### src/rtl/io_bus_pkg.sv
// io_bus_pkg
// Shared definitions for the IO bus arbiter slice.
//   state_e          : arbiter FSM states (IDLE -> ACCESS -> DONE)
//   DEV_BASE_DEFAULT : lowest byte address of the device window
//   DEV_SIZE_DEFAULT : length of the device window in bytes
package io_bus_pkg;

  typedef enum logic [1:0] {
    IDLE   = 2'd0,
    ACCESS = 2'd1,
    DONE   = 2'd2
  } state_e;

  localparam logic [31:0] DEV_BASE_DEFAULT = 32'h0000_7F00;
  localparam logic [31:0] DEV_SIZE_DEFAULT = 32'h0000_0100;

endpackage

### src/rtl/io_addr_decode.sv
// io_addr_decode
// Combinational device-window decoder.
//   BASE   : lowest byte address of the window
//   SIZE   : window length in bytes
//   addr_i : byte address to test
//   hit_o  : 1 when BASE <= addr_i < BASE+SIZE
module io_addr_decode #(
  parameter logic [31:0] BASE = 32'h0000_7F00,
  parameter logic [31:0] SIZE = 32'h0000_0100
) (
  input  logic [31:0] addr_i,
  output logic        hit_o
);

  // Bounds are widened to 33 bits so a window that touches the top of
  // the address space cannot wrap its upper limit back to a small value.
  localparam logic [32:0] LO = {1'b0, BASE};
  localparam logic [32:0] HI = {1'b0, BASE} + {1'b0, SIZE};

  logic [32:0] addrWide;

  assign addrWide = {1'b0, addr_i};
  assign hit_o    = (addrWide >= LO) && (addrWide < HI);

endmodule

### src/rtl/io_bus_arbiter.sv
// io_bus_arbiter
// Two-master round-robin arbiter in front of a single memory-mapped device.
// Each transaction takes one ACCESS cycle (bus driven, strobe issued) and one
// DONE cycle (completion pulse, read data and error reported).
//   clk, reset                      : clock, synchronous active-high reset
//   m0_*/m1_* req, we, addr, wdata  : requester inputs (m0 = CPU)
//   m0_*/m1_* gnt, done, err        : requester handshake outputs
//   rdata                           : 12-bit read data, valid with done
//   Address, DeviceData             : device bus, 0 outside ACCESS
//   writeEn, readEn                 : device strobes, in-window only
//   Device_Read_Data                : device read data, sampled end of ACCESS
module io_bus_arbiter
  import io_bus_pkg::*;
#(
  parameter logic [31:0] DEV_BASE = DEV_BASE_DEFAULT,
  parameter logic [31:0] DEV_SIZE = DEV_SIZE_DEFAULT
) (
  input  logic        clk,
  input  logic        reset,
  input  logic        m0_req,
  input  logic        m1_req,
  input  logic        m0_we,
  input  logic        m1_we,
  input  logic [31:0] m0_addr,
  input  logic [31:0] m1_addr,
  input  logic [31:0] m0_wdata,
  input  logic [31:0] m1_wdata,
  output logic        m0_gnt,
  output logic        m1_gnt,
  output logic        m0_done,
  output logic        m1_done,
  output logic        m0_err,
  output logic        m1_err,
  output logic [11:0] rdata,
  output logic [31:0] Address,
  output logic [31:0] DeviceData,
  output logic        writeEn,
  output logic        readEn,
  input  logic [11:0] Device_Read_Data
);

  state_e      state_q;
  logic        owner_q;
  logic        rr_q;
  logic [1:0]  gnt_q;
  logic [1:0]  done_q;
  logic [1:0]  err_q;
  logic [11:0] rdata_q;

  logic [1:0]  req;
  logic        idleWinner_d;
  logic        other_d;
  logic [31:0] ownAddr;
  logic [31:0] ownWdata;
  logic        ownWe;
  logic        hit;
  logic        inAccess;

  assign req      = {m1_req, m0_req};
  assign other_d  = ~owner_q;
  assign inAccess = (state_q == ACCESS);

  // The preferred master wins if it is asking; otherwise the other one.
  assign idleWinner_d = req[rr_q] ? rr_q : ~rr_q;

  // Select the current owner's request fields for the device bus.
  always_comb begin
    ownAddr  = m0_addr;
    ownWdata = m0_wdata;
    ownWe    = m0_we;
    if (owner_q) begin
      ownAddr  = m1_addr;
      ownWdata = m1_wdata;
      ownWe    = m1_we;
    end
  end

  io_addr_decode #(
    .BASE(DEV_BASE),
    .SIZE(DEV_SIZE)
  ) u_decode (
    .addr_i(ownAddr),
    .hit_o (hit)
  );

  // Bus and strobes are gated by the ACCESS state so that a reset edge
  // drops them immediately; requesters hold their fields stable meanwhile.
  assign Address    = inAccess ? ownAddr  : 32'h0;
  assign DeviceData = inAccess ? ownWdata : 32'h0;
  assign writeEn    = inAccess & hit &  ownWe;
  assign readEn     = inAccess & hit & ~ownWe;

  // Arbiter FSM. gnt/done/err are one-cycle registered pulses cleared by
  // default every cycle and set only on the transition that needs them.
  always_ff @(posedge clk) begin
    if (reset) begin
      state_q <= IDLE;
      owner_q <= 1'b0;
      rr_q    <= 1'b0;
      gnt_q   <= 2'b00;
      done_q  <= 2'b00;
      err_q   <= 2'b00;
      rdata_q <= 12'h000;
    end else begin
      gnt_q  <= 2'b00;
      done_q <= 2'b00;
      err_q  <= 2'b00;
      unique case (state_q)
        IDLE: begin
          if (|req) begin
            owner_q               <= idleWinner_d;
            gnt_q[idleWinner_d]   <= 1'b1;
            state_q               <= ACCESS;
          end
        end
        ACCESS: begin
          state_q         <= DONE;
          rr_q            <= ~owner_q;
          rdata_q         <= (hit && !ownWe) ? Device_Read_Data : 12'h000;
          done_q[owner_q] <= 1'b1;
          err_q[owner_q]  <= ~hit;
        end
        DONE: begin
          // Only the waiting master may take the bus straight away; the
          // finishing owner's still-high req is deliberately ignored.
          if (req[other_d]) begin
            owner_q        <= other_d;
            gnt_q[other_d] <= 1'b1;
            state_q        <= ACCESS;
          end else begin
            state_q <= IDLE;
          end
        end
        default: state_q <= IDLE;
      endcase
    end
  end

  assign m0_gnt  = gnt_q[0];
  assign m1_gnt  = gnt_q[1];
  assign m0_done = done_q[0];
  assign m1_done = done_q[1];
  assign m0_err  = err_q[0];
  assign m1_err  = err_q[1];
  assign rdata   = rdata_q;

endmodule

### config.mk
export PLATFORM = sky130hd
export DESIGN_NAME = io_bus_arbiter
export DESIGN_NICKNAME = d
export VERILOG_FILES = /design/src/rtl/io_bus_pkg.sv /design/src/rtl/io_addr_decode.sv /design/src/rtl/io_bus_arbiter.sv
export SDC_FILE = /design/constraint.sdc
export NUM_CORES = 1
export LEC_CHECK = 0
export CAP_MARGIN = 25
export CORE_ASPECT_RATIO = 0.7
export CORE_MARGIN = 2
export CORE_UTILIZATION = 27
export CTS_CLUSTER_DIAMETER = 80
export DETAILED_ROUTE_END_ITERATION = 8
export HOLD_SLACK_MARGIN = 0.03
export MAX_ROUTING_LAYER = met4
export PLACE_DENSITY = 0.83
export SLEW_MARGIN = 10
export SYNTH_ARGS = -nofsm -noshare
export SYNTH_HDL_FRONTEND = slang
export SYNTH_SLANG_ARGS = --single-unit
export TNS_END_PERCENT = 50
### constraint.sdc
create_clock -name clk -period 2.2 [get_ports clk]
set_clock_uncertainty 0.2 [all_clocks]
set_input_delay 0.22 -clock clk [delete_from_list [all_inputs] [get_ports clk]]
set_output_delay 0.22 -clock clk [all_outputs]
set_load 0.1 [all_outputs]
# Word-level counts from Yosys, hierarchy flattened
# Cells that the tools add are included.
# op_classes
n_lt_le_gt_ge	9
n_eq_ne	4
muxes	26
n_bitwise	9
n_reduce_logical	11
# ops
operator	n
32-bit two-way mux	4
32-bit by 15-bit >= comparator with 1-bit output (second input constant)	1
32-bit by 16-bit less-than comparator with 1-bit output (second input constant)	1
1-bit two-way mux	12
12-bit two-way mux	1
1-bit by 2-bit less-than comparator with 1-bit output (second input constant)	4
2-bit two-way mux	3
2-bit case mux with 3 select lines	1
1-bit logical AND	5
1-bit NOT	5
2-bit inequality test (second input constant)	2
2-bit case mux with 2 select lines	1
2-bit OR reduction	2
1-bit bitwise AND	3
1-bit demux with 1-bit select	3
1-bit >= comparator (second input constant)	3
3-bit AND reduction	1
2-bit bitwise AND	1
2-bit by 1-bit equality test with 1-bit output (second input constant)	1
2-bit equality test (second input constant)	1
2-bit zero test	1
1-bit case mux with 2 select lines	1
2-bit nonzero test	1
1-bit zero test	1
# totals
register_bits	22
elab_cells	66

# Depth between registers and ports, before layout
# depth
depth_word	9
mapped_depth	6

# Cells and area by module
# Synthesis repeated with hierarchy kept, for this count alone.
# unflattened
cells_unflattened	233
area_unflattened_um2	2044.5
# by_module_without_submodules
module	n_inst	cells_each	area_per_inst_um2	seq_area_each_um2
io_bus_arbiter	1	224	1961.9	440.4
io_addr_decode	1	9	82.6	0.0

# Least setup slack after synthesis
# OpenSTA, ideal clock, no wires.
# synth_timing
path_type	register to output
start	reg owner_q
end	out readEn
arrival_time_ps	3190
path_slack_ps	-1410
stages_incl_launch_ff	7
path_cell_list	dfxtp_1 -> buf_4 -> and4b_1 -> nand4_1 -> o22a_1 -> buf_2 -> nor3_1
# synth_via
elab_chain_len	5
word_cells_on_any_way	8
cone_classes	2 x order compare; 2 x mux; 3 x bitwise; 1 x reduce/logical
# synth_rtl
item	line_no	source
from (decl)	io_bus_arbiter.sv:43	logic owner_q;
from (signal assigned)	io_bus_arbiter.sv:111	owner_q <= idleWinner_d;
from (signal assigned)	io_bus_arbiter.sv:127	owner_q <= other_d;
32-bit two-way mux	io_bus_arbiter.sv:71	if (owner_q) begin
32-bit by 15-bit >= comparator with 1-bit output / 32-bit by 16-bit less-than comparator with 1-bit output (equally long branches)	io_addr_decode.sv:23	assign hit_o = (addrWide >= LO) && (addrWide < HI);
1-bit logical AND	io_addr_decode.sv:23	
1-bit bitwise AND	io_bus_arbiter.sv:91	assign readEn = inAccess & hit & ~ownWe;
1-bit bitwise AND (*)	io_bus_arbiter.sv:91	
to (decl)	io_bus_arbiter.sv:38	output logic readEn,
# Every way passes the cells marked *; elsewhere a longest branch is shown, timed or not.

# Final worst setup path
# layout_timing
start	in m1_addr[25]
end	out writeEn
# layout_via
elab_chain_len	5
word_cells_on_any_way	6
cone_classes	2 x order compare; 1 x mux; 2 x bitwise; 1 x reduce/logical
# layout_rtl
item	line_no	source
from (decl)	io_bus_arbiter.sv:25	input logic [31:0] m1_addr,
32-bit two-way mux (*)	io_bus_arbiter.sv:71	
32-bit by 15-bit >= comparator with 1-bit output / 32-bit by 16-bit less-than comparator with 1-bit output (equally long branches)	io_addr_decode.sv:23	
1-bit logical AND (*)	io_addr_decode.sv:23	
1-bit bitwise AND (*) (2 in series)	io_bus_arbiter.sv:90	assign writeEn = inAccess & hit & ownWe;
to (decl)	io_bus_arbiter.sv:37	output logic writeEn,
# Marks and branches as above.

==> results.json <==
{
  "viasPerCell": 4.79,
  "outcome": "complete, but fails checks",
  "ys.flop_type": "dfxtp_1",
  "grt_pass1_vias": 2872,
  "antenna_found_initial": 0,
  "io_pins": 230,
  "dpl_worst_slack_ns": -0.112,
  "clock_latency_ns": 0.26,
  "root_buffer": "clkbuf_8",
  "drcViolationCount": 0,
  "yosysUniqueCellTypes": 33,
  "die_h_um": 74.1,
  "ant_nets": 0,
  "finalSetupViolCount": 1,
  "rr_worst_depth": 6,
  "num_rows": 25,
  "htree_levels": 1,
  "die_area_um2": 7710,
  "startpoint_type": "input port",
  "synthTopCellsByArea": "mux2i_1, dfxtp_1, nor2_1",
  "slowest_delay_ns": 0.45,
  "path_max_fanout": 3,
  "cpMaxStageDelayCell": "clkdlybuf4s50_1",
  "hold_path_depth": 2,
  "synth_edf_count": 0,
  "nets": 635,
  "ir_worst_vdd_mv": 0.270,
  "grt.total_usage": 0.258,
  "finalPower_mw": 2.49,
  "gp_routability_congestion": 0.918,
  "start_util": 0.280,
  "timing.rr.start": "owner_q$_SDFFE_PP0P_",
  "hp-class": "reg2reg",
  "synth_top_area_frac": 0.338,
  "hpwl_um": 8520,
  "yosys_warnings": 0,
  "syn-cell-area_um2": 1890,
  "clk_path_buf_depth": 2,
  "cts_num_sinks": 22,
  "dpl-instance-area_um2": 5120,
  "relSlewSlack": 0.503,
  "p_leak_nw": 2.08,
  "fmax_mhz": 453,
  "hold_start": "rdata[2]$_SDFFE_PP0N_",
  "crit_required_ns": 1.78,
  "cts_tree": "yes",
  "violations": "negative setup slack",
  "syn_nets": 403,
  "placed_cells": 575,
  "fin_crit_ns": 2.21,
  "fin_util": 0.776,
  "hold_viol_final": 0,
  "crit_arrival_ns": 1.79,
  "ys_seq_area_frac": 0.233,
  "final_area_um2": 5250,
  "synthCells": 257,
  "area_growth_pct": 177,
  "setup_ws_ns": -0.00683,
  "worst_slew_pin_slew_ns": 0.742,
  "cp-end-kind": "primary output",
  "hold_path_end": "rdata[2]$_SDFFE_PP0N_",
  "netlist_top_cells_count": "nor2_1, mux2i_1, nand2_1, dfxtp_1, buf_2",
  "vias": 2787,
  "drive_above_1_share": 0.287,
  "crit_type": "in2out",
  "drv_slew": 0,
  "firstDrtPassIters": 4,
  "synth_top_area_cell": "mux2i_1",
  "cts_buffers": 3,
  "maxCapViolations": 0,
  "holdWs_ns": 0.251,
  "antennaDiodeCount": 0,
  "grt-ovfl-total": 0,
  "rsz0062_at_grt": "yes",
  "ff2ff_setup_slack_ns": 0.29,
  "setup_tns_ns": -0.00683,
  "grt_pass1_wl_um": 15200,
  "ys_ff_latch": 22,
  "async_flop_share": 0,
  "period_share": 1.00,
  "reg2reg_to": "rdata[1]$_SDFFE_PP0N_",
  "post_drt_wl_per_cell_um": 17.2,
  "synthMostInstantiatedCell": "nor2_1",
  "clk_pin_slew_ns": 0.08,
  "layout.cells.non_filler": 582,
  "path_cells": "clkdlybuf4s50_1 -> nor4_2 -> nand4_1 -> o22a_2 -> nor3b_4 -> buf_12",
  "port-buffer-count": 229,
  "avgSynthCellArea_um2": 7.37,
  "core_um2": 6760,
  "dieWidth_um": 104,
  "wl_um": 10000,
  "cts_hold_buf": 0,
  "grt_max_degree": 29,
  "nFillCells": 460,
  "dr.first_iter.drc_count": 98,
  "powerDensity_nw_per_um2": 475
}
## cell type report
type	count	area, um2	share of cell area
Timing Repair Buffer	247	3060	0.584
Multi-Input combinational cell	214	1560	0.298
Sequential cell	22	444	0.0847
Clock buffer	4	55.1	0.0105
Inverter	1	3.75	0.000715
Tap cell	94	118	0.0224
## worst max-delay path by stage
stage | depth (start not counted) | startpoint | slack [ns] | end
after floorplan | 5 | state_q[1]$_SDFFE_PP0N_ | -0.46 | DeviceData[10]
after global placement | 6 | m0_addr[14] | -0.12 | writeEn
after detailed placement | 6 | m1_addr[30] | -0.11 | writeEn
after CTS | 5 | owner_q$_SDFFE_PP0P_ | 0.002 | writeEn
after global routing | 5 | owner_q$_SDFFE_PP0P_ | -0.1 | writeEn
final | 6 | m1_addr[25] | -0.007 | writeEn
## worst max-delay path, delay by kind of cell
kind | cells | cell delay (ns)
compound gates | 1 | 0.31
simple gates | 3 | 0.59
buf+inv | 2 | 0.65
## logic make-up (layout without fill, tap and decap cells)
logic type,after synthesis,after routing,share of synthesized area
simple gates,128,128,0.305
mux,65,65,0.344
flops,22,22,0.233
compound gates,21,21,0.0648
buf+inv,21,252,0.0529
## cell usage in the layout, fill, tap and decap left out, types with 2 or more instances in the layout
cell type        synthesis  final
dlygate4sd2_1            0     10
dfxtp_1                 22     21
mux2i_1                 64     64
o21ai_1                  6      6
nand4_1                  2      2
o21ai_0                  7      7
nor4_2                   0      4
buf_4                    2     34
buf_12                   0     67
nor3_1                   5      4
and2_1                   2      2
nor2_2                   0      2
dlymetal6s2s_1           0      6
nor2_4                   0     19
nand3_1                  2      2
nor2_1                  72     51
and4_1                   2      2
nand2b_1                 3      2
clkbuf_8                 0      4
nand2_1                 26     26
clkdlybuf4s50_1          0    129
o21bai_1                 2      2
a21oi_1                  2      2
## routing by layer
layer | global-route usage | part of all wire
met4 | 0.0541 | 0.018
met3 | 0.0841 | 0.092
met1 | 0.270 | 0.36
met5 | - | 0
met2 | 0.486 | 0.53
## report_power, final
group | total (mW) | leakage [nW] | internal, mW | switching (mW)
clock network | 0.286 | 0.0288 | 0.160 | 0.126
registers | 0.426 | 0.179 | 0.411 | 0.0149
logic | 1.78 | 1.88 | 0.727 | 1.05
total | 2.49 | 2.08 | 1.30 | 1.19
## sequential cells by signal, indices dropped and copies added, names as in the netlist
name and cells:
rdata 12, done_q 2, err_q 2, gnt_q 2
state_q 2, owner_q 1, rr_q 1
## timing repair
item	CTS	global route
resized for setup	15	9
pin swaps	10	8
setup endpoints to repair	2	2
cloned	0	0
setup buffers	2	1
(Power assumes the default switching activity.)
